--- src/rtl/ifq_pkg.sv ---
// Shared types and defaults for the instruction fetch queue.
package ifq_pkg;

   localparam int unsigned ADDR_W  = 32;
   localparam int unsigned INSTR_W = 32;

   localparam int unsigned           IFQ_DEPTH    = 4;
   localparam logic [ADDR_W-1:0]     IFQ_RESET_PC = 32'h0000_0000;

   typedef enum logic [1:0] {
      FETCH = 2'd0,
      HALT  = 2'd1,
      ERR   = 2'd2
   } ifq_state_e;

endpackage

--- src/rtl/ifq_fifo.sv ---
// Synchronous FIFO holding fetched {pc, word} entries; flush has priority over push/pop.
module ifq_fifo #(
   parameter int unsigned DEPTH = 4,
   parameter int unsigned WIDTH = 64
) (
   input  logic                    clk,
   input  logic                    rst,
   input  logic                    push,
   input  logic                    pop,
   input  logic                    flush,
   input  logic [WIDTH-1:0]        wdata,
   output logic [WIDTH-1:0]        rdata,
   output logic                    rvalid,
   output logic [$clog2(DEPTH):0]  count
);

   localparam int unsigned AW = $clog2(DEPTH);
   localparam logic [AW:0] FULL_CNT = (AW+1)'(DEPTH);

   logic [WIDTH-1:0] mem [DEPTH];
   logic [AW-1:0]    wr_ptr;
   logic [AW-1:0]    rd_ptr;
   logic [AW:0]      cnt;
   logic             do_push;
   logic             do_pop;

   assign do_pop  = pop && (cnt != '0);
   assign do_push = push && ((cnt != FULL_CNT) || do_pop);

   // NOTE: state registers use non-blocking assignments so every flop samples pre-edge values.
   always_ff @(posedge clk) begin
      if (rst || flush) begin
         wr_ptr <= '0;
         rd_ptr <= '0;
         cnt    <= '0;
      end else begin
         if (do_push) wr_ptr <= wr_ptr + AW'(1);
         if (do_pop)  rd_ptr <= rd_ptr + AW'(1);
         cnt <= cnt + (AW+1)'(do_push) - (AW+1)'(do_pop);
      end
   end

   // NOTE: storage is deliberately not reset; validity lives in cnt, so stale slots are never observed.
   always_ff @(posedge clk) begin
      if (do_push && !flush) mem[wr_ptr] <= wdata;
   end

   assign rdata  = mem[rd_ptr];
   assign rvalid = (cnt != '0);
   assign count  = cnt;

endmodule

--- src/rtl/ifetch_queue.sv ---
// Instruction prefetch queue: credit-limited fetch issue, in-order response tracking,
// redirect/discard handling and a sticky misaligned-redirect error state.
module ifetch_queue
   import ifq_pkg::*;
#(
   parameter int unsigned        DEPTH    = IFQ_DEPTH,
   parameter logic [ADDR_W-1:0]  RESET_PC = IFQ_RESET_PC
) (
   input  logic                clk,
   input  logic                rst,
   input  logic                clk_en,
   output logic                imem_req,
   output logic [ADDR_W-1:0]   imem_addr,
   input  logic                imem_rvalid,
   input  logic [INSTR_W-1:0]  imem_rdata,
   input  logic                redirect_v,
   input  logic [ADDR_W-1:0]   redirect_pc,
   input  logic                halt_f,
   output logic                instr_v,
   output logic [INSTR_W-1:0]  instr,
   output logic [ADDR_W-1:0]   instr_pc,
   input  logic                instr_rdy,
   output logic                fetch_err
);

   localparam int unsigned CW = $clog2(DEPTH) + 1;
   localparam int unsigned PW = ADDR_W - 2;
   localparam logic [CW:0] DEPTH_W = (CW+1)'(DEPTH);

   ifq_state_e state;
   ifq_state_e state_nxt;

   // PCs are kept as word addresses, which keeps requests aligned by construction.
   logic [PW-1:0]  fetch_wpc;
   logic [PW-1:0]  rsp_wpc;
   logic [CW-1:0]  outstanding;
   logic [CW-1:0]  discard_cnt;
   logic [CW-1:0]  occupancy;
   logic [CW:0]    credit_used;
   logic           rsp_v;
   logic           redirect_bad;
   logic           flush;
   logic           push;
   logic           pop;
   logic           head_v;
   logic [ADDR_W+INSTR_W-1:0] head;

   // A response with nothing outstanding can only belong to a pre-reset request.
   assign rsp_v        = imem_rvalid && (outstanding != '0);
   assign redirect_bad = redirect_v && (redirect_pc[1:0] != 2'b00);
   assign credit_used  = {1'b0, occupancy} + {1'b0, outstanding};

   always_ff @(posedge clk) begin
      if (rst)         state <= FETCH;
      else if (clk_en) state <= state_nxt;
   end

   always_comb begin
      // NOTE: every signal driven here gets a default first, so no path can infer a latch.
      state_nxt = state;
      imem_req  = 1'b0;
      flush     = 1'b0;
      push      = 1'b0;
      pop       = 1'b0;
      if (clk_en && !rst) begin
         unique case (state)
            FETCH: begin
               if (redirect_bad) state_nxt = ERR;
               else if (halt_f)  state_nxt = HALT;
               imem_req = !halt_f && !redirect_v && (credit_used < DEPTH_W);
            end
            HALT: begin
               if (redirect_bad)    state_nxt = ERR;
               else if (redirect_v) state_nxt = FETCH;
            end
            default: state_nxt = ERR;
         endcase
         flush = redirect_v || (state == ERR);
         push  = rsp_v && (discard_cnt == '0) && !flush;
         pop   = head_v && instr_rdy && !flush;
      end
   end

   always_ff @(posedge clk) begin
      if (rst) begin
         fetch_wpc   <= RESET_PC[ADDR_W-1:2];
         rsp_wpc     <= RESET_PC[ADDR_W-1:2];
         outstanding <= '0;
         discard_cnt <= '0;
      end else if (clk_en) begin
         outstanding <= outstanding + CW'(imem_req) - CW'(rsp_v);
         if (redirect_v && (state != ERR)) begin
            // Everything still in flight belongs to the old path, except a response landing now.
            fetch_wpc   <= redirect_pc[ADDR_W-1:2];
            rsp_wpc     <= redirect_pc[ADDR_W-1:2];
            discard_cnt <= outstanding - CW'(rsp_v);
         end else begin
            if (imem_req) fetch_wpc <= fetch_wpc + PW'(1);
            if (push)     rsp_wpc   <= rsp_wpc + PW'(1);
            if (rsp_v && (discard_cnt != '0)) discard_cnt <= discard_cnt - CW'(1);
         end
      end
   end

   ifq_fifo #(
      .DEPTH (DEPTH),
      .WIDTH (ADDR_W + INSTR_W)
   ) u_fifo (
      .clk    (clk),
      .rst    (rst),
      .push   (push),
      .pop    (pop),
      .flush  (flush),
      .wdata  ({rsp_wpc, 2'b00, imem_rdata}),
      .rdata  (head),
      .rvalid (head_v),
      .count  (occupancy)
   );

   assign imem_addr         = {fetch_wpc, 2'b00};
   assign instr_v           = head_v;
   assign {instr_pc, instr} = head_v ? head : '0;
   assign fetch_err         = (state == ERR);

endmodule

--- config.mk ---
export PLATFORM = sky130hd
export DESIGN_NAME = ifetch_queue
export DESIGN_NICKNAME = d
export VERILOG_FILES = /design/src/rtl/ifq_pkg.sv /design/src/rtl/ifq_fifo.sv /design/src/rtl/ifetch_queue.sv
export SDC_FILE = /design/constraint.sdc
export NUM_CORES = 1
export LEC_CHECK = 0
export ABC_AREA = 0
export BUFFER_PORTS_ARGS = -buffer_cell sky130_fd_sc_hd__buf_2
export CAP_MARGIN = 30
export CORE_ASPECT_RATIO = 1.25
export CORE_MARGIN = 3
export CORE_UTILIZATION = 56
export DETAILED_ROUTE_END_ITERATION = 8
export GPL_TIMING_DRIVEN = 1
export PLACE_DENSITY_LB_ADDON = 0.25
export SLEW_MARGIN = 30
export SYNTH_ARGS = -nofsm -noshare
export SYNTH_HDL_FRONTEND = slang
export SYNTH_SLANG_ARGS = --single-unit
--- constraint.sdc ---
create_clock -name clk -period 5.3 [get_ports clk]
set_clock_uncertainty 0.2 [all_clocks]
set_input_delay 1.06 -clock clk [delete_from_list [all_inputs] [get_ports clk]]
set_output_delay 1.06 -clock clk [all_outputs]
set_load 0.1 [all_outputs]
Word-level counts from Yosys, hierarchy flattened
Memories as Yosys holds them, arrays and structs flattened. A register that Yosys moved wholly into a read port is not among the register bits.
Index checks and enable logic that the tools add are counted.
Widths: inputs -> output; s select.
{"block": "op_classes", "muxes": 21, "eq_ne": 6, "add_sub_neg": 11, "reduce_logical": 35, "n_lt_le_gt_ge": 1}
{"operator": "$mux 30", "n": 4}
{"operator": "$mux 64", "n": 1}
{"operator": "$add 30x1->30 const B", "n": 2}
{"operator": "$logic_and 1x1->1", "n": 14}
{"operator": "$mux 2", "n": 6}
{"operator": "$ne 3x3->1 const B", "n": 3}
{"operator": "$reduce_bool 3->1", "n": 3}
{"operator": "$sub 3x1->3", "n": 3}
{"operator": "$reduce_bool 2->1", "n": 4}
{"operator": "$mux 1", "n": 7}
{"operator": "$add 3x1->3", "n": 2}
{"operator": "$mux 3", "n": 2}
{"operator": "$reduce_and 2->1", "n": 3}
{"operator": "$logic_not 1->1", "n": 5}
{"operator": "$add 2x1->2 const B", "n": 2}
{"operator": "$add 3x3->4", "n": 1}
{"operator": "$lt 4x3->1 const B", "n": 1}
{"operator": "$pmux 2 s2", "n": 1}
{"operator": "$reduce_and 4->1", "n": 1}
{"operator": "$logic_not 3->1", "n": 1}
{"operator": "$logic_or 1x1->1", "n": 3}
{"operator": "$sub 3x1->3 const B", "n": 1}
{"operator": "$eq 2x1->1 const B", "n": 1}
{"operator": "$eq 2x2->1 const B", "n": 1}
{"operator": "other kinds (2)", "n": 2}
{"block": "word_totals", "mem_count": 1, "regBits": 75, "word_cells": 83, "output_inout_bits": 99, "input_bits": 71, "ram_bits": 248}
{"memory": "u_fifo.mem", "depth": 4, "width": 62, "read_ports": 1, "rd_clocked_by_memory_dff": 1, "write_ports": 1, "line_no": "ifq_fifo.sv:20", "text": "logic [WIDTH-1:0] mem [DEPTH];"}

Longest topological paths before layout
Gate-level depths: netlist (run 1).
{"block": "logic_depth", "depth_word": 11, "depth_mapped": 12, "mapped_depth_nobuf": 11}

Modules after synthesis
A second synthesis (run 1) with hierarchy kept.
{"block": "unflattened", "hier_cells": 1064, "hier_area_um2": 14766.7}
{"mod": "ifq_fifo", "seq_area_each_um2": 7867.5, "instances": 1, "cells_per_inst": 381, "area_per_inst_um2": 9699.3}
{"mod": "ifetch_queue", "seq_area_each_um2": 1361.3, "instances": 1, "cells_per_inst": 683, "area_per_inst_um2": 5067.4}

Worst setup path before layout (run 1)
OpenSTA, ideal clock, no wires.
{"block": "synth_timing", "kind": "input port to flip-flop", "from": "in redirect_v", "to": "mem u_fifo.mem[0][0] (netlist bit), enable pin", "path_slack_ns": 1.172, "arrival_time_ns": 3.502, "setup_time_ns": 0.426, "path_stages": 4, "path_cell_list": "nor3b_1 > nand4_1 > a31oi_1 > and2_1"}
{"block": "synth_between", "elab_chain_len": 10}
{"item": "start: declaration", "line_no": "ifetch_queue.sv:16", "text": "input logic redirect_v,"}
{"item": "$logic_or 1x1->1 (*)", "line_no": "ifetch_queue.sv:78", "text": "flush = redirect_v || (state == ERR);"}
{"item": "$logic_not 1->1", "line_no": "ifetch_queue.sv:79, ifetch_queue.sv:80"}
{"item": "$logic_and 1x1->1", "line_no": "ifetch_queue.sv:80", "text": "pop = head_v && instr_rdy && !flush;"}
{"item": "$mux 1", "line_no": "ifetch_queue.sv:65", "text": "if (clk_en && !rst) begin"}
{"item": "$logic_and 1x1->1", "line_no": "ifq_fifo.sv:27", "text": "assign do_pop = pop && (cnt != '0);"}
{"item": "$logic_or 1x1->1", "line_no": "ifq_fifo.sv:28", "text": "assign do_push = push && ((cnt != FULL_CNT) || do_pop);"}
{"item": "$logic_and 1x1->1", "line_no": "ifq_fifo.sv:28"}
{"item": "$logic_and 1x1->1 (*)", "line_no": "ifq_fifo.sv:45", "text": "if (do_push && !flush) mem[wr_ptr] <= wdata;"}
{"item": "$mux 1 (*)", "line_no": "ifq_fifo.sv:45"}
{"item": "$mux 1 (implied by the code) (*)", "line_no": "ifq_fifo.sv:45"}
{"item": "end: declaration", "line_no": "ifq_fifo.sv:20"}
Mark *: on every way between the ends. The rest lies on a longest branch, timed or not.

==> out/qor.json, run 1 <==
{
  "run_status": {
    "status": "finished, final reports clean"
  },
  "global_routing": {
    "globalRouteOverflowTotal": 0,
    "grt_pass1_wl_mm": 51.19,
    "vias_in_the_first_global_route": 9151,
    "grt_start_max_net_pins": 65,
    "grt_antenna_before_repair": 0,
    "globalRouteTotalUtil": 0.2360
  },
  "hold_path": {
    "holdPathStages": 2,
    "hold_class": "reg2reg",
    "hold_path_startpoint": "discard_cnt[2]$_SDFFE_PP0P_"
  },
  "setup_path": {
    "crit_path_start_kind": "register",
    "required_ps": 4040,
    "r2r.worst_path.cells": 6,
    "worstSetupPathType": "reg2out",
    "worst_r2r_startpoint": "state[0]$_SDFFE_PP0P_",
    "endpoint_kind": "output port",
    "arrival_ps": 2860,
    "critPathMaxFanout": 32
  },
  "power_and_ir_drop": {
    "netSwitchingFraction": 0.2417,
    "p_leak_nw": 5.719,
    "design_power_total_mw": 5.503,
    "internal-power_mw": 4.172,
    "power.share.sequential": 0.516,
    "power_switching_mw": 1.330,
    "comb_power_share": 0.087,
    "irDropWorstVdd_uv": 275.9,
    "share_clk_of_total_power": 0.397,
    "power.density_cell_area_mw_per_mm2": 336.8
  },
  "yosys": {
    "post_synth_inst_count": 1016,
    "synth-edff-count": 248,
    "postSynthRegisterBits": 325,
    "syn_area_per_cell_sq_um": 13.86,
    "synth_top_flop_cell": "edfxtp_1",
    "synth_async_sr_flop_share": 0,
    "yosysWarnings": 0,
    "synth.cell_area_sq_mm": 0.01408,
    "distinct_cell_type_count_after_synthesis": 66,
    "synth_sequential_area_ratio": 0.6382
  },
  "detailed_routing": {
    "number_of_drc_violations_after_detailed_routing": 0,
    "num_vias": 9317,
    "first_iteration_detailed_routing_drc_count": 820,
    "antenna_left": 0,
    "route.detailed.wl_per_inst_um": 21.12,
    "firstDrtPassIters": 6,
    "detail_route.wirelength_mm": 32.25,
    "via_per_inst": 6.102
  },
  "clock_network": {
    "cts_root_buf": "clkbuf_16",
    "cts_tree": "built",
    "cts_made_buffers": 31,
    "tritoncts_num_sinks": 325,
    "clkTransAtPathRegs_ps": 60,
    "h-tree-depth": 1,
    "holdBufCountCts": 0,
    "clk-insertion-delay-late_ps": 540,
    "post-cts-setup-buffer-count": 0,
    "clk_path_buf_depth": 3,
    "cts_repair_resize_count": 0
  },
  "finish": {
    "nets": 1262,
    "multi_input_comb_area_sq_mm": 0.004741,
    "register_area_sq_mm": 0.008994,
    "antenna_cells_inserted": 0,
    "drive_gt1_frac": 0.2707,
    "synthToLayoutAreaGrowth_pct": 16.00,
    "fillCellCount": 1794
  },
  "place": {
    "io_buffer_count": 165,
    "gp_congestion": 0.8972,
    "place.detailed.hpwl_mm": 21.14
  },
  "timing": {
    "totalNegativeSetupSlack_ps": 0,
    "final_hold_viol_count": 0,
    "timing.hold.ws_ps": 286.3,
    "final.period_utilization": 0.7781,
    "fmax_mhz": 242.5,
    "grt_setup_unrepaired": "false",
    "setup_viol_count_final": 0,
    "worst-slew-pin-transition_ps": 935.6,
    "timing.final.max_slew_violations": 0,
    "final.min_clock_period_ps": 4124,
    "slew_headroom": 0.3705
  },
  "floorplanning": {
    "area_enclosed_by_the_die_boundary_sq_mm": 0.02710,
    "die_y_um": 183.3,
    "initial_utilization": 0.5729,
    "core_sq_mm": 0.02458,
    "rows": 64,
    "chipWidth_um": 147.9,
    "boundaryPins": 170
  },
  "run": {
    "drv_cap": 0
  }
}
[cell usage in the layout, fill, tap and decap left out, types with 21 or more instances in the layout]
cell type	synthesis	routed
and3_1	21	21
clkbuf_16	0	34
a211oi_1	23	23
mux4_2	62	62
nand3_1	29	29
inv_1	23	23
and2_1	74	70
nor2_1	43	42
edfxtp_1	248	248
nand2_1	42	42
a21oi_1	58	58
buf_2	13	165
o21ai_0	63	63
dfxtp_1	77	75
[cells by family after synthesis]
| family | Yosys count | synth area share |
|---|---|---|
| flops | 325 | 0.6382 |
| xor+xnor | 8 | 0.004974 |
| simple gates | 290 | 0.1134 |
| fa+ha+maj | 18 | 0.01706 |
| compound gates | 216 | 0.09639 |
| other cells | 1 | 0.0002662 |
| buf+inv | 91 | 0.02701 |
| mux | 67 | 0.1028 |
[cell type report]
class	count	share of cell area
well taps	330	0.02527
multi-input cells	603	0.2902
clock buffers	42	0.05759
flip-flops and latches	325	0.5505
repair buffers	188	0.06494
clock inverters	15	0.006050
inverters	24	0.005514
[flip-flops by register name, summed over array words and instances (netlist names), named ones only]
name	flops
discard_cnt	3
fetch_wpc	30
outstanding	3
rsp_wpc	30
state	2
u_fifo.count	3
u_fifo.mem	248
u_fifo.rd_ptr	2
u_fifo.wr_ptr	2
[routing by layer]
layer / GRT usage / wire length [um] / vias to the layer above
met5: 0 / 0 / -
met4: 0.06654 / 812 / 0
met3: 0.03114 / 2277 / 59
met2: 0.3982 / 15960 / 412
met1: 0.3284 / 13200 / 4561
li1: - / - / 4285
[power by group through the flow]
stage	sequential, mW	combinational (mW)	clock, mW
floorplan	2.95	0.278	0
global placement	2.89	0.468	0
detailed placement	2.89	0.477	0
CTS	2.84	0.479	2.21
global route	2.84	0.520	2.34
finish	2.84	0.480	2.19
[cells in the mapped netlist, types with 4 or more instances]
cell type	n	area share
edfxtp_1	248	0.53
dfxtp_1	77	0.11
and2_1	74	0.033
o21ai_0	63	0.022
mux4_2	62	0.099
a21oi_1	58	0.021
clkbuf_1	46	0.012
nor2_1	43	0.011
nand2_1	42	0.011
nand3_1	29	0.010
a211oi_1	23	0.012
inv_1	23	0.0061
and3_1	21	0.0093
nand4_1	19	0.0084
ha_1	16	0.014
nor4_1	15	0.0067
buf_2	13	0.0046
nor3_1	13	0.0046
a31oi_1	8	0.0036
and4_1	7	0.0044
o22ai_1	7	0.0031
or3_1	7	0.0031
nand2b_1	6	0.0027
a311oi_1	5	0.0031
o211ai_1	5	0.0027
o31ai_1	5	0.0027
o32ai_1	5	0.0031
or4_1	5	0.0027
a221oi_1	4	0.0025
a32o_1	4	0.0028
buf_4	4	0.0021
mux2i_1	4	0.0028
xnor2_1	4	0.0025
xor2_1	4	0.0025
[path summary, 6_finish.rpt]
| check | end | slack, ps |
|---|---|---|
| max | instr_pc[18] | 1180 |
| max reg2reg | u_fifo.mem[2][32]$_DFFE_PP_ | 2000 |
| min reg2reg | discard_cnt[2]$_SDFFE_PP0P_ | 290 |
| min | discard_cnt[2]$_SDFFE_PP0P_ | 290 |
[worst max-delay path, stage by stage (launching register included)]
cell and delay (ps):
dfxtp_4 770, buf_4 450, mux4_2 600, and2_1 180, buf_2 280
[metrics by stage]
stage          utilization  worst slack, ps  instance area (sq um)  cells
3_3_place_gp        0.6223             1075                  15300   1470
6_report            0.6646             1176                  16340   1527
3_5_place_dp        0.6223            978.6                  15300   1470
4_1_cts             0.6646             1095                  16340   1527
2_1_floorplan            -             1172                  14100   1019
5_1_grt             0.6646            976.7                  16340   1527
No activity file was read; power rests on OpenSTA's default activity.
==> inputs of run 2 (changes only) <==
==> constraint.sdc (replaced) <==
create_clock -name clk -period 3.9 [get_ports clk]
set_clock_uncertainty 0.2 [all_clocks]
set_input_delay 0.78 -clock clk [delete_from_list [all_inputs] [get_ports clk]]
set_output_delay 0.78 -clock clk [all_outputs]
set_load 0.1 [all_outputs]
==> run 2 against run 1 <==
  * Global-route usage down 0.20 points
  * Combinational power grew 36%
  * Sequential share of layout area down 0.16 points
  * Sequential power increased by 36%
  * Non-clock buffer count rose by 2
  * Clock-buffer cell count grew 1
  * Design area up 0.30%
  * Clock power increased by 37%
  * Sequential cell count unchanged
  * Critical path depth unchanged
  * Register-to-register slack got worse by 820 ps
  * Largest power group unchanged
==> out/qor.json, run 2 (synthesis gave the netlist of run 1 again) <==
{
  "clock_network": {
    "cts_root_buf": "clkbuf_16",
    "clkTransAtPathRegs": {"value": 70, "unit": "ps", "change": "about the same"},
    "tritoncts_num_sinks": {"value": 325, "change": "unchanged"},
    "cts_tree": "built",
    "cts_repair_resize_count": {"value": 0, "change": "unchanged"},
    "h-tree-depth": {"value": 1, "change": "unchanged"},
    "post-cts-setup-buffer-count": {"value": 0, "change": "unchanged"},
    "cts_made_buffers": {"value": 30, "change": "-3.2%"},
    "clk_path_buf_depth": {"value": 3, "change": "unchanged"},
    "clk-insertion-delay-late": {"value": 550, "unit": "ps", "change": "about the same"},
    "holdBufCountCts": {"value": 0, "change": "unchanged"}
  },
  "global_routing": {
    "globalRouteOverflowTotal": {"value": 0, "change": "unchanged"},
    "grt_pass1_wl": {"value": 50.57, "unit": "mm", "change": "-1.2%"},
    "grt_antenna_before_repair": {"value": 0, "change": "unchanged"},
    "vias_in_the_first_global_route": {"value": 9070, "change": "-0.89%"},
    "busiest_layer": "met2",
    "grt.met3_usage": {"value": 0.02743, "change": "-0.003707"},
    "globalRouteTotalUtil": {"value": 0.2341, "change": "-0.001952"},
    "grt_start_max_net_pins": {"value": 65, "change": "unchanged"},
    "grtUsageMet1": {"value": 0.3318, "change": "+0.003387"},
    "groute.layer.met2.usage": {"value": 0.3949, "change": "-0.003306"}
  },
  "place": {
    "io_buffer_count": {"value": 165, "change": "unchanged"},
    "gp_congestion": {"value": 0.9119, "change": "+1.6%"},
    "place.detailed.hpwl": {"value": 19.99, "unit": "mm", "change": "-5.4%"}
  },
  "finish": {
    "nets": {"value": 1263, "change": "+0.079%"},
    "layout_commonest_cell": "edfxtp_1",
    "synthToLayoutAreaGrowth_pct": 16.35,
    "post-route-util": {"value": 0.6666, "change": "+0.001985"},
    "top_register": "u_fifo.mem",
    "antenna_cells_inserted": {"value": 0, "change": "unchanged"},
    "layout.cells.most_common_list": "edfxtp_1, buf_2, dfxtp_1, and2_1, o21ai_0",
    "largest_reg_flops": {"value": 248, "change": "unchanged"},
    "reg_top3": "u_fifo.mem: 248 flops, fetch_wpc: 30 flops, rsp_wpc: 30 flops",
    "drive_gt1_frac": {"value": 0.2679, "change": "-0.002730"}
  },
  "timing": {
    "setup_viol_count_final": {"value": 0, "change": "unchanged"},
    "slew_headroom": {"value": 0.4007, "change": "+0.03018"},
    "totalNegativeSetupSlack": {"value": 0, "unit": "ps", "change": "unchanged"},
    "grt_setup_unrepaired": "false",
    "fmax_mhz": 289.6,
    "worst-slew-pin-transition": {"value": 890.8, "unit": "ps", "change": "-44.86 ps"},
    "final.min_clock_period_ps": 3454,
    "timing.final.max_slew_violations": {"value": 0, "change": "unchanged"},
    "final_hold_viol_count": {"value": 0, "change": "unchanged"},
    "final.period_utilization": 0.8855
  },
  "floorplanning": {
    "rows": {"value": 64, "change": "unchanged"},
    "area_enclosed_by_the_die_boundary": {"value": 0.02710, "unit": "sq mm", "change": "unchanged"},
    "boundaryPins": {"value": 170, "change": "unchanged"},
    "initial_utilization": {"value": 0.5729, "change": "unchanged"},
    "chipWidth": {"value": 147.9, "unit": "um", "change": "unchanged"},
    "die_y": {"value": 183.3, "unit": "um", "change": "unchanged"},
    "core": {"value": 0.02458, "unit": "sq mm", "change": "unchanged"}
  },
  "detailed_routing": {
    "antenna_left": {"value": 0, "change": "unchanged"},
    "num_vias": {"value": 9344, "change": "+0.29%"},
    "first_iteration_detailed_routing_drc_count": {"value": 758, "change": "-7.6%"},
    "detail_route.wirelength": {"value": 31.93, "unit": "mm", "change": "-0.98%"},
    "via_per_inst": {"value": 6.115, "change": "+0.22%"},
    "route.detailed.wl_per_inst": {"value": 20.90, "unit": "um", "change": "-1.0%"},
    "firstDrtPassIters": {"value": 5, "change": "-1"},
    "number_of_drc_violations_after_detailed_routing": {"value": 0, "change": "unchanged"}
  },
  "power_and_ir_drop": {
    "p_leak": {"value": 5.712, "unit": "nW", "change": "-0.11%"},
    "power.share.sequential": {"value": 0.514, "change": "-0.002"},
    "internal-power": {"value": 5.691, "unit": "mW", "change": "+36%"},
    "share_clk_of_total_power": {"value": 0.399, "change": "+0.002"},
    "netSwitchingFraction": {"value": 0.2404, "change": "-0.001316"},
    "design_power_total": {"value": 7.493, "unit": "mW", "change": "+36%"},
    "irDropWorstVdd": {"value": 300.5, "unit": "uV", "change": "+8.9%"},
    "power_switching": {"value": 1.801, "unit": "mW", "change": "+35%"},
    "comb_power_share": {"value": 0.087, "change": "about the same"},
    "power.density_cell_area": {"value": 457.2, "unit": "mW/mm^2", "change": "+36%"}
  },
  "setup_path": {
    "r2r.worst_path.cells": {"value": 6, "change": "unchanged"},
    "required": {"value": 2920, "unit": "ps", "change": "-1120 ps"},
    "worst_r2r_startpoint": "rsp_wpc[0]$_SDFFE_PP0P_",
    "arrival": {"value": 2470, "unit": "ps", "change": "-390 ps"},
    "crit_path_start_kind": "register",
    "worstSetupPathType": "reg2out",
    "critPathCapture": "instr_pc[12]",
    "critPathMaxFanout": {"value": 22, "change": "-31%"},
    "timing.reg2reg.setup_slack": {"value": 1180, "unit": "ps", "change": "-820 ps"},
    "endpoint_kind": "output port",
    "worstPathBufferInverterCount": {"value": 2, "change": "unchanged"},
    "slowest_stage": "dfxtp_4",
    "max_stage_delay": {"value": 570, "unit": "ps", "change": "-200 ps"},
    "crit_chain": "buf_12, mux4_2, and2_1, buf_2",
    "r2r_end": "rsp_wpc[22]$_SDFFE_PP0P_",
    "critical-path-top-delay-family": "buffers and inverters",
    "worst-path-stages": {"value": 4, "change": "unchanged"}
  },
  "run": {
    "drv_cap": {"value": 0, "change": "unchanged"}
  },
  "hold_path": {
    "hold_class": "in2reg"
  },
  "run_status": {
    "status": "finished, final reports clean"
  }
}
-- run 2: changes by cell type in the layout (fill, tap and decap cells not counted), sizes merged --
cell,before,now
inv,29,24
clkinvlp,0,3
clkbuf,42,43
buf,188,190
bufinv,0,1
clkinv,10,9
-- run 2: layout make-up --
cell class                 instances  area [sq um]
sequential                       325          8994
clock buffer                      43         924.6
clock inverter                    13         111.4
timing repair buffer             190          1114
fill                            1820          8197
multi-input combinational        603          4741
tap                              330         412.9
inverter                          24         90.09
-- run 2: worst min path at each step --
stage	start	end	slack (ps)	cells past startpoint
after floorplan	state[1]$_SDFFE_PP0P_	state[1]$_SDFFE_PP0P_	250	2
after global routing	imem_rdata[29]	u_fifo.mem[2][29]$_DFFE_PP_	220	1
final	imem_rdata[3]	u_fifo.mem[2][3]$_DFFE_PP_	240	1
after detailed placement	state[1]$_SDFFE_PP0P_	state[1]$_SDFFE_PP0P_	280	2
after CTS	imem_rdata[16]	u_fifo.mem[3][16]$_DFFE_PP_	220	1
after global placement	state[1]$_SDFFE_PP0P_	state[1]$_SDFFE_PP0P_	270	2
-- run 2: routing by layer --
metal	vias to the layer above	routed length, um	share of wire
li1	4282	-	-
met1	4600	13210	0.41
met2	412	15860	0.50
met3	50	2181	0.068
met4	0	689	0.022
met5	-	0	0
-- run 2: metrics by stage --
stage,hold WS (ps),setup slack [ps],cells,area (sq um)
floorplan,253.5,51.81,1019,14100
global placement,272.1,630.7,1472,15350
detailed placement,283.8,554.7,1472,15350
CTS,217.9,382.6,1528,16390
global route,223.7,303.1,1528,16390
finish,242.8,446.5,1528,16390
-- run 2: power groups by stage --
stage	Sequential [mW]	Combinational, mW	Clock (mW)
3_5_place_dp	3.93	0.649	0
3_3_place_gp	3.92	0.637	0
4_1_cts	3.85	0.652	3.04
5_1_grt	3.86	0.715	3.16
2_1_floorplan	4.01	0.377	0
6_report	3.85	0.652	2.99
==> inputs of run 3 (changes only) <==
--- a/config.mk
+++ b/config.mk
@@ -8,12 +8,12 @@
 export ABC_AREA = 0
 export BUFFER_PORTS_ARGS = -buffer_cell sky130_fd_sc_hd__buf_2
 export CAP_MARGIN = 30
-export CORE_ASPECT_RATIO = 1.25
+export CORE_ASPECT_RATIO = 0.6
 export CORE_MARGIN = 3
 export CORE_UTILIZATION = 56
 export DETAILED_ROUTE_END_ITERATION = 8
 export GPL_TIMING_DRIVEN = 1
-export PLACE_DENSITY_LB_ADDON = 0.25
+export PLACE_DENSITY = 0.77
 export SLEW_MARGIN = 30
 export SYNTH_ARGS = -nofsm -noshare
 export SYNTH_HDL_FRONTEND = slang
==> run 3 against run 2 <==
  * Maximum frequency decreased by 2.3%
  * Routed wire length up 3.5%
  * Sequential power is essentially flat
  * Largest power group unchanged
  * Die area is 0.19% higher
  * Global-route usage rose by 0.66 points
  * Sequential cell count did not move
  * Hold slack improved by 4.1 ps
  * Combinational power up 2%
  * Worst setup slack worse by 82 ps
==> out/qor.json, run 3 (synthesis gave the netlist of run 1 again) <==
{
  "timing": {
    "fmax": {"value": 282.8, "unit": "MHz", "change": "-2.3%"},
    "slew_headroom": {"value": 0.3774, "change": "-0.02326"},
    "final.min_clock_period": {"value": 3536, "unit": "ps", "change": "+82.20 ps"},
    "final_hold_viol_count": {"value": 0, "change": "unchanged"},
    "totalNegativeSetupSlack": {"value": 0, "unit": "ps", "change": "unchanged"},
    "grt_setup_unrepaired": "false",
    "worst-slew-pin-transition": {"value": 932.9, "unit": "ps", "change": "+42.15 ps"},
    "final.period_utilization": {"value": 0.9066, "change": "+0.02108"},
    "timing.final.max_slew_violations": {"value": 0, "change": "unchanged"},
    "setup_viol_count_final": {"value": 0, "change": "unchanged"}
  },
  "clock_network": {
    "clk-insertion-delay-late": {"value": 550, "unit": "ps", "change": "about the same"},
    "holdBufCountCts": {"value": 0, "change": "unchanged"},
    "cts_root_buf": "clkbuf_16",
    "tritoncts_num_sinks": {"value": 325, "change": "unchanged"},
    "post-cts-setup-buffer-count": {"value": 0, "change": "unchanged"},
    "cts_repair_resize_count": {"value": 0, "change": "unchanged"},
    "clkTransAtPathRegs": {"value": 70, "unit": "ps", "change": "about the same"},
    "cts_made_buffers": {"value": 30, "change": "unchanged"},
    "clk_path_buf_depth": {"value": 3, "change": "unchanged"},
    "h-tree-depth": {"value": 1, "change": "unchanged"},
    "cts_tree": "built"
  },
  "floorplanning": {
    "rows": {"value": 44, "change": "-31%"},
    "area_enclosed_by_the_die_boundary": {"value": 0.02715, "unit": "sq mm", "change": "+0.19%"},
    "core": {"value": 0.02444, "unit": "sq mm", "change": "-0.57%"},
    "boundaryPins": {"value": 170, "change": "unchanged"},
    "initial_utilization": {"value": 0.5762, "change": "+0.003285"},
    "die_y": {"value": 128.8, "unit": "um", "change": "-30%"},
    "chipWidth": {"value": 210.7, "unit": "um", "change": "+43%"}
  },
  "finish": {
    "fillCellCount": {"value": 1791, "change": "-1.6%"},
    "synthToLayoutAreaGrowth": {"value": 16.26, "unit": "%", "change": "about the same"},
    "register_area": {"value": 0.008994, "unit": "sq mm", "change": "unchanged"},
    "largest_reg_flops": {"value": 248, "change": "unchanged"},
    "final_cell_area": {"value": 0.01637, "unit": "sq mm", "change": "about the same"},
    "nets": {"value": 1264, "change": "+0.079%"},
    "multi_input_comb_area": {"value": 0.004750, "unit": "sq mm", "change": "+0.18%"},
    "reg_top3": "u_fifo.mem: 248 flops, fetch_wpc: 30 flops, rsp_wpc: 30 flops",
    "drive_gt1_frac": {"value": 0.2711, "change": "+0.003113"},
    "layout.cells.most_common_list": "edfxtp_1, buf_2, dfxtp_1, and2_1, o21ai_0",
    "layout_commonest_cell": "edfxtp_1",
    "top_register": "u_fifo.mem"
  },
  "power_and_ir_drop": {
    "comb_power_share": {"value": 0.089, "change": "+0.002"},
    "power.share.sequential": {"value": 0.520, "change": "+0.006"},
    "irDropWorstVdd": {"value": 462.3, "unit": "uV", "change": "+54%"},
    "netSwitchingFraction": {"value": 0.2414, "change": "+0.0009495"},
    "share_clk_of_total_power": {"value": 0.390, "change": "-0.009"},
    "internal-power": {"value": 5.621, "unit": "mW", "change": "-1.2%"},
    "p_leak": {"value": 5.714, "unit": "nW", "change": "about the same"},
    "power.density_cell_area": {"value": 452.5, "unit": "mW/mm^2", "change": "-1.0%"},
    "design_power_total": {"value": 7.409, "unit": "mW", "change": "-1.1%"},
    "power_switching": {"value": 1.788, "unit": "mW", "change": "-0.73%"}
  },
  "run": {
    "drv_cap": {"value": 0, "change": "unchanged"}
  },
  "hold_path": {
    "hold_class": "in2reg",
    "holdPathStages": {"value": 1, "change": "unchanged"}
  },
  "detailed_routing": {
    "firstDrtPassIters": {"value": 6, "change": "+1"},
    "route.detailed.wl_per_inst": {"value": 21.72, "unit": "um", "change": "+3.9%"},
    "antenna_left": {"value": 0, "change": "unchanged"},
    "first_iteration_detailed_routing_drc_count": {"value": 856, "change": "+13%"},
    "num_vias": {"value": 9488, "change": "+1.5%"},
    "number_of_drc_violations_after_detailed_routing": {"value": 0, "change": "unchanged"},
    "via_per_inst": {"value": 6.234, "change": "+1.9%"},
    "detail_route.wirelength": {"value": 33.06, "unit": "mm", "change": "+3.5%"}
  },
  "global_routing": {
    "grt_antenna_before_repair": {"value": 1, "change": "+1"},
    "grt_start_max_net_pins": {"value": 65, "change": "unchanged"},
    "vias_in_the_first_global_route": {"value": 9044, "change": "-0.29%"},
    "globalRouteTotalUtil": {"value": 0.2407, "change": "+0.006611"},
    "globalRouteOverflowTotal": {"value": 0, "change": "unchanged"},
    "grt_pass1_wl": {"value": 51.22, "unit": "mm", "change": "+1.3%"}
  },
  "run_status": {
    "status": "finished, final reports clean"
  },
  "setup_path": {
    "r2r.worst_path.cells": {"value": 9, "change": "+3"},
    "crit_path_start_kind": "register",
    "worstSetupPathType": "reg2out",
    "arrival": {"value": 2560, "unit": "ps", "change": "+90 ps"},
    "critPathMaxFanout": {"value": 35, "change": "+59%"},
    "required": {"value": 2920, "unit": "ps", "change": "about the same"},
    "endpoint_kind": "output port"
  },
  "place": {
    "place.detailed.hpwl": {"value": 22.11, "unit": "mm", "change": "+11%"},
    "gp_congestion": {"value": 0.9675, "change": "+6.1%"},
    "io_buffer_count": {"value": 165, "change": "unchanged"},
    "detailed_place.area": {"value": 0.01538, "unit": "sq mm", "change": "+0.16%"}
  }
}
run 3: stage by stage:
stage	std cells	hold slack (ps)	setup WS, ps	util
3_5_place_dp	1465	281.6	406.5	0.6290
6_report	1522	246.9	364.3	0.6699
5_1_grt	1521	222.8	195.6	0.6698
4_1_cts	1521	217.7	262.4	0.6695
3_3_place_gp	1465	271.8	529.0	0.6290
2_1_floorplan	1019	253.5	51.81	-
run 3: final timing paths:
| check | slack (ps) | to | start |
|---|---|---|---|
| worst max register to register | 790 | u_fifo.count[2]$_SDFF_PP0_ | u_fifo.count[1]$_SDFF_PP0_ |
| worst min register to register | 290 | state[1]$_SDFFE_PP0P_ | state[1]$_SDFFE_PP0P_ |
| worst min-delay path | 250 | u_fifo.mem[0][0]$_DFFE_PP_ | imem_rdata[0] |
| worst max-delay path | 360 | instr[2] | u_fifo.count[1]$_SDFF_PP0_ |
run 3: worst max-delay path, stage by stage, from the launching register on:
cell and delay, ps:
dfxtp_1 450, or3_2 510, buf_4 390, and2_1 190, buf_2 430
run 3: power groups by stage:
stage | Clock (mW) | Combinational (mW) | Sequential (mW)
global placement | 0 | 0.642 | 3.92
global route | 3.09 | 0.714 | 3.86
detailed placement | 0 | 0.654 | 3.93
CTS | 2.95 | 0.658 | 3.85
floorplan | 0 | 0.377 | 4.01
finish | 2.89 | 0.663 | 3.85
run 3: layout make-up:
type                       count  share of cell area
sequential                   325              0.5492
multi-input combinational    603              0.2901
timing repair buffer         191             0.06999
clock buffer                  42             0.05418
tap                          322             0.02460
clock inverter                14            0.006266
inverter                      24            0.005502
antenna                        1           0.0001528
run 3: routing by layer:
metal	share of wire	vias up	GRT usage
li1	-	4307	-
met1	0.45	4737	0.3689
met2	0.44	402	0.3545
met3	0.098	42	0.07066
met4	0.012	0	0.03344
met5	0	-	0
